**src/rtl/mac_pkg.sv**
```systemverilog
// Shared types and constants for the MAC path.
// Holds the collector FSM states and saturation helpers.
package mac_pkg;

    localparam int PROD_W = 16;
    localparam int BYTE_W = 8;

    typedef enum logic [1:0] {
        WAIT_HI,
        WAIT_LO,
        ACCUM,
        DONE
    } state_t;

    // Bit patterns live in the low w bits of the result.
    function automatic logic [31:0] sat_max(input int w);
        return (32'h1 << (w - 1)) - 32'h1;
    endfunction

    function automatic logic [31:0] sat_min(input int w);
        return 32'h1 << (w - 1);
    endfunction

endpackage

```
**src/rtl/sat_add.sv**
```systemverilog
// Signed saturating add of a 16-bit product into an ACC_W accumulator.
// Computed at ACC_W+1 bits, clamped to the ACC_W signed range.
module sat_add
    import mac_pkg::*;
#(
    parameter int ACC_W = 20
) (
    input  logic [ACC_W-1:0]  base,
    input  logic [PROD_W-1:0] prod,
    output logic [ACC_W-1:0]  sum,
    output logic              ovf
);

    localparam logic [ACC_W-1:0] MAX = ACC_W'(sat_max(ACC_W));
    localparam logic [ACC_W-1:0] MIN = ACC_W'(sat_min(ACC_W));

    logic [ACC_W:0] wide;

    assign wide = {base[ACC_W-1], base}
                + {{(ACC_W + 1 - PROD_W){prod[PROD_W-1]}}, prod};

    // Top two bits disagree only when the result left the ACC_W range.
    assign ovf = wide[ACC_W] ^ wide[ACC_W-1];

    always_comb begin
        sum = wide[ACC_W-1:0];
        if (ovf) begin
            sum = wide[ACC_W] ? MIN : MAX;
        end
    end

endmodule

```
**src/rtl/booth_prod_acc.sv**
```systemverilog
// Collects byte-serial Booth products and sums NUM_TERMS of them
// into a saturating accumulator, strobing done_o per frame.
module booth_prod_acc
    import mac_pkg::*;
#(
    parameter int NUM_TERMS = 4,
    parameter int ACC_W     = 20
) (
    input  logic              clk_i,
    input  logic              rst_i,
    input  logic [BYTE_W-1:0] inbus_i,
    input  logic              valid_i,
    input  logic              clear_i,
    output logic              ready_o,
    output logic [ACC_W-1:0]  acc_o,
    output logic              done_o,
    output logic              ovf_o,
    output logic              err_o
);

    state_t state;
    state_t state_nx;

    logic [BYTE_W-1:0] hi_reg;
    logic [BYTE_W-1:0] lo_reg;
    logic [7:0]        count;
    logic [ACC_W-1:0]  acc;
    logic [ACC_W-1:0]  base;
    logic [ACC_W-1:0]  sum;
    logic              sat;
    logic              last;
    logic              ovf;
    logic              err;

    assign last = (count + 8'd1) == 8'(NUM_TERMS);

    // First term of a frame loads instead of adding.
    assign base = (count == 8'd0) ? '0 : acc;

    sat_add #(
        .ACC_W(ACC_W)
    ) u_add (
        .base(base),
        .prod({hi_reg, lo_reg}),
        .sum (sum),
        .ovf (sat)
    );

    always_ff @(posedge clk_i) begin
        if (rst_i) begin
            state <= WAIT_HI;
        end else begin
            state <= state_nx;
        end
    end

    always_comb begin
        state_nx = state;
        if (clear_i) begin
            state_nx = WAIT_HI;
        end else begin
            unique case (state)
                WAIT_HI: if (valid_i) state_nx = WAIT_LO;
                WAIT_LO: if (valid_i) state_nx = ACCUM;
                ACCUM:   state_nx = last ? DONE : WAIT_HI;
                DONE:    state_nx = WAIT_HI;
            endcase
        end
    end

    always_comb begin
        ready_o = (state == WAIT_HI) || (state == WAIT_LO);
        done_o  = (state == DONE);
    end

    always_ff @(posedge clk_i) begin
        if (rst_i || clear_i) begin
            hi_reg <= '0;
            lo_reg <= '0;
            count  <= '0;
            acc    <= '0;
            ovf    <= 1'b0;
            err    <= 1'b0;
        end else begin
            if (state == WAIT_HI && valid_i) hi_reg <= inbus_i;
            if (state == WAIT_LO && valid_i) lo_reg <= inbus_i;
            if (state == ACCUM) begin
                acc   <= sum;
                count <= count + 8'd1;
                if (sat) ovf <= 1'b1;
            end
            if (state == DONE) count <= '0;
            if (valid_i && !ready_o) err <= 1'b1;
        end
    end

    assign acc_o = acc;
    assign ovf_o = ovf;
    assign err_o = err;

endmodule

```
**config.mk**
```make
export PLATFORM = sky130hd
export DESIGN_NAME = booth_prod_acc
export DESIGN_NICKNAME = d
export VERILOG_FILES = /design/src/rtl/mac_pkg.sv /design/src/rtl/sat_add.sv /design/src/rtl/booth_prod_acc.sv
export SDC_FILE = /design/constraint.sdc
export NUM_CORES = 1
export LEC_CHECK = 0
export CAP_MARGIN = 20
export CORE_MARGIN = 2
export CORE_UTILIZATION = 25
export DETAILED_ROUTE_END_ITERATION = 12
export DONT_BUFFER_PORTS = 1
export GPL_TIMING_DRIVEN = 1
export PLACE_DENSITY = 0.47
export SYNTH_ARGS = -nofsm -noshare
export SYNTH_HDL_FRONTEND = slang
export SYNTH_SLANG_ARGS = --single-unit
```
**constraint.sdc**
```tcl
create_clock -name clk_i -period 3.3 [get_ports clk_i]
set_input_delay 0.66 -clock clk_i [delete_from_list [all_inputs] [get_ports clk_i]]
set_output_delay 0.66 -clock clk_i [all_outputs]
set_load 0.005 [all_outputs]
```
==> results by group <==
Pwr
  • Worst supply voltage drop on vdd: between 150 and 200 uV
  • Cell leakage power: approximately 1.7 nW
  • Clock network fraction of design power: around 44%
  • Power per unit of standard cell area: roughly 290 nW/um^2
  • Sequential Power Share: between 40% and 50%
  • Total power consumption of the routed design: between 1 and 1.5 mW
  • P_int: 925.2 uW
  • Fraction of power spent switching nets: 24.64%
  • Net switching power figure: between 300 and 400 uW
  • Logic gate share of total power: roughly 7.6%

Run
  • Number of maximum-capacitance constraint violations: 0

Timing
  • Fin. Hold Viols: 0
  • RSZ-0062 raised after global routing: yes
  • Setup Viol. Count Final: 5
  • Remaining max-slew budget at the tightest pin: about 58%
  • Slew @ Worst Pin: approximately 0.63 ns
  • Period utilization: 100.7%
  • Worst hold slack: 0.4974 ns
  • Clock Skews: 0.005724 ns
  • Maximum clock frequency: 300.8 MHz
  • Post-layout minimum cycle time: between 3 and 4 ns
  • Setup TNS: -0.07844 ns
  • Number of pins with negative max-slew slack in the final report: 0
  • Final worst slack: -0.02396 ns

Finish
  • Diode count: 0
  • Total area of sequential cells: just under 1000 sq um
  • Number of nets in the finished design: 482
  • Layout area overhead: 28.14%
  • Largest register FFs: 20
  • Design Area, Final: 4228 sq um
  • Fraction of final layout cells with drive strength greater than 1: a little over a quarter
  • Area of the multi-input gates: around 2400 sq um
  • Final core utilization: 33.10%
  • Most frequent cells in the layout: sky130_fd_sc_hd__dfxtp_1 (45), sky130_fd_sc_hd__buf_4 (45), sky130_fd_sc_hd__nor2_1 (43)
  • Number of fillers in the final layout: between 1000 and 1500
  • Final instance count without filler cells: 618

Detailed routing
  • Number of DRC violations after detailed-routing iteration 0: about 190
  • Total Routed Length: 10540 microns
  • Router iterations before antenna repair: 4
  • Remaining routing DRC violations: 0
  • Antenna violation net count after detailed routing: 0
  • Final routed wire length divided by cell count: roughly 17 microns
  • Number of vias after detailed routing: between 3000 and 4000
  • Number of vias per cell: 5.008

GRT
  • Total global-route track usage: a little over an eighth
  • First-pass GRT wire length: 14840 microns
  • Maximum number of pins on one net before global-route repair: 26
  • Number of antenna violations at the first check in global routing: 0
  • Overflow left after global routing: 0
  • Vias in the first global route: 2743

Clock tree
  • Clk sinks: 48
  • Maximum clock path buffer count: 2
  • Total CTS buffers: 5
  • Root buf cell: sky130_fd_sc_hd__clkbuf_16
  • Worst-path clk slew: around 0.070 ns
  • H-tree levels: 2
  • Clock latency on the worst-skew pair: approximately 0.3 ns
  • Clock tree from TritonCTS: built

Critical path
  • Crit-path max cell delay: ~0.40 ns
  • Category of the most critical setup path: reg2reg
  • Critical-path maximum fanout: 6
  • Element type at the critical path end: flop
  • Highest-delay cell along the critical path: sky130_fd_sc_hd__a2111oi_4
  • Combined buffer and inverter count along the critical path: 4
  • Kind of cell adding the most delay to the critical path: compound AO/OA/AOI/OAI gates
  • Critical path cell sequence: inv_2, ha_4, nand4_1, buf_6, buf_8, and2_4, ha_4, or3_4, o221a_4, a2111oi_4, o21ai_4, a31o_4, a21oi_4, clkbuf_16, a21oi_2
  • Data arrival time of the critical path: about 3.5 ns
  • Crit path required time: ~3.5 ns
  • Most frequent CP cell: sky130_fd_sc_hd__ha_4
  • Crit start category: flop

Placed design
  • Count of port buffers added during placement: 0
  • Gp weighted congestion: ~0.9
  • Number of placed cells counting well taps: slightly below 600
  • Total half-perimeter wirelength after legalization and detailed placement: between 7000 and 8000 microns
  • Worst slack at placement: -0.01333 ns
  • Placed Area: ~3700 sq um

Floorplan
  • Die Area: roughly 14000 sq um
  • Core outline area: roughly 13000 sq um
  • Overall die width: about 120 microns
  • Height of the die: between 100 and 150 microns
  • Number of placement rows: a little over 40
  • Initial Utilization: 25.83%
  • Number of top-level pins: 36

Logic synthesis
  • Proportion of register bits with asynchronous set or reset after synthesis: 0%
  • Most used flip-flop cell after synthesis: sky130_fd_sc_hd__dfxtp_1
  • Count of yosys warnings during synthesis: 0
  • Flop and latch count out of synthesis: 48
  • Gate Count Post-Synth: slightly above 400
  • Count of flip-flops with a built-in enable after synthesis: 0
  • Total standard cell area after synthesis: about 3300 sq um
  • Average instance area after synthesis: 8.187 sq um
  • Number of distinct standard cells referenced by the synthesized netlist: 57
  • Post-synthesis net count: approximately 440
  • Sequential element share of the synthesized area: roughly 29%

Min path
  • Hold Path Class: reg2reg

Outcome
  • Status: finished with violations
  • Violations in the final reports: setup timing
[worst paths after layout]
kind	from	endpoint	slack, ns	depth (start not counted)
setup reg to reg	count[1]$_SDFFE_PP0N_	acc_o[9]$_SDFFE_PP0N_	-0.02	15
hold reg to reg	err_o$_SDFFE_PP0P_	err_o$_SDFFE_PP0P_	0.50	2
hold / removal	err_o$_SDFFE_PP0P_	err_o$_SDFFE_PP0P_	0.50	2
setup / recovery	count[1]$_SDFFE_PP0N_	acc_o[9]$_SDFFE_PP0N_	-0.02	15
[worst min-delay path: cells and delay by family (launching register included)]
family             cells  cell delay (ns)
AOI/OAI and AO/OA      1             0.05
DFF                    1             0.35
and+or+nand+nor        1             0.07
[power by group through the flow]
stage / Combinational, mW / Sequential, mW / Clock [mW]
floorplan: 0.0631 / 0.602 / 0
finish: 0.0939 / 0.595 / 0.539
detailed placement: 0.0821 / 0.607 / 0
global placement: 0.0820 / 0.607 / 0
global route: 0.103 / 0.595 / 0.579
CTS: 0.0825 / 0.594 / 0.551
[kinds of logic after synthesis]
logic type	share of synthesized area, %
multiplexers	5.461
AO/OA/AOI/OAI	29.20
flip-flops	29.12
adder cells (fa/ha/maj)	9.632
buffers and inverters	4.626
XOR/XNOR	4.513
AND/OR/NAND/NOR	17.44
[cell type report]
| type | count | area share [%] |
|---|---|---|
| inverters | 12 | 1.065 |
| multi-input cells | 325 | 56.82 |
| flip-flops and latches | 48 | 22.82 |
| repair buffers | 54 | 10.71 |
| well taps | 172 | 5.090 |
| clock buffers | 6 | 3.285 |
| clock inverters | 1 | 0.2072 |
[Yosys cell counts, types with 2 or more instances]
| library cell | number | area, sq um |
|---|---|---|
| sky130_fd_sc_hd__a21oi_1 | 30 | 150.1 |
| sky130_fd_sc_hd__nand2b_1 | 5 | 31.28 |
| sky130_fd_sc_hd__o22ai_1 | 3 | 18.77 |
| sky130_fd_sc_hd__ha_1 | 23 | 287.8 |
| sky130_fd_sc_hd__buf_4 | 3 | 22.52 |
| sky130_fd_sc_hd__a21oi_2 | 10 | 87.58 |
| sky130_fd_sc_hd__dfxtp_1 | 48 | 960.9 |
| sky130_fd_sc_hd__or3_1 | 2 | 12.51 |
| sky130_fd_sc_hd__o211ai_1 | 3 | 22.52 |
| sky130_fd_sc_hd__xor2_1 | 8 | 70.07 |
| sky130_fd_sc_hd__or2_2 | 2 | 12.51 |
| sky130_fd_sc_hd__nor2_1 | 44 | 165.2 |
| sky130_fd_sc_hd__a2111oi_0 | 2 | 17.52 |
| sky130_fd_sc_hd__nor3_1 | 3 | 15.01 |
| sky130_fd_sc_hd__a22oi_1 | 4 | 30.03 |
| sky130_fd_sc_hd__and2_1 | 22 | 137.6 |
| sky130_fd_sc_hd__o21bai_1 | 2 | 15.01 |
| sky130_fd_sc_hd__a21o_1 | 3 | 22.52 |
| sky130_fd_sc_hd__nand3_1 | 8 | 40.04 |
| sky130_fd_sc_hd__o21ai_1 | 9 | 45.04 |
| sky130_fd_sc_hd__a2bb2oi_1 | 2 | 17.52 |
| sky130_fd_sc_hd__nand2_1 | 17 | 63.81 |
| sky130_fd_sc_hd__a31oi_1 | 4 | 25.02 |
| sky130_fd_sc_hd__inv_1 | 12 | 45.04 |
| sky130_fd_sc_hd__mux2i_1 | 18 | 180.2 |
| sky130_fd_sc_hd__o21a_1 | 6 | 45.04 |
| sky130_fd_sc_hd__a21boi_0 | 2 | 15.01 |
| sky130_fd_sc_hd__and3_1 | 8 | 50.05 |
| sky130_fd_sc_hd__nand4_1 | 4 | 25.02 |
| sky130_fd_sc_hd__clkbuf_1 | 15 | 56.30 |
| sky130_fd_sc_hd__xnor2_1 | 9 | 78.83 |
| sky130_fd_sc_hd__o21ai_0 | 45 | 225.2 |
| sky130_fd_sc_hd__a211oi_1 | 3 | 22.52 |
[layer usage]
metal	vias up	global-route usage, %	part of all wire [%]
met5	-	0	0
met4	0	3.125	1.1
met3	9	3.640	5.9
met2	55	20.44	45
met1	1471	18.30	48
li1	1560	-	-
[timing repair]
item | 4_1_cts | 5_1_grt
gates cloned | 0 | 6
resized for setup | 1 | 58
setup buffers | 0 | 16
pin swaps | 0 | 18
endpoints found under the setup margin | 1 | 21
hold buffers | 0 | 0
Note: power is estimated with default switching activity, not from simulation.
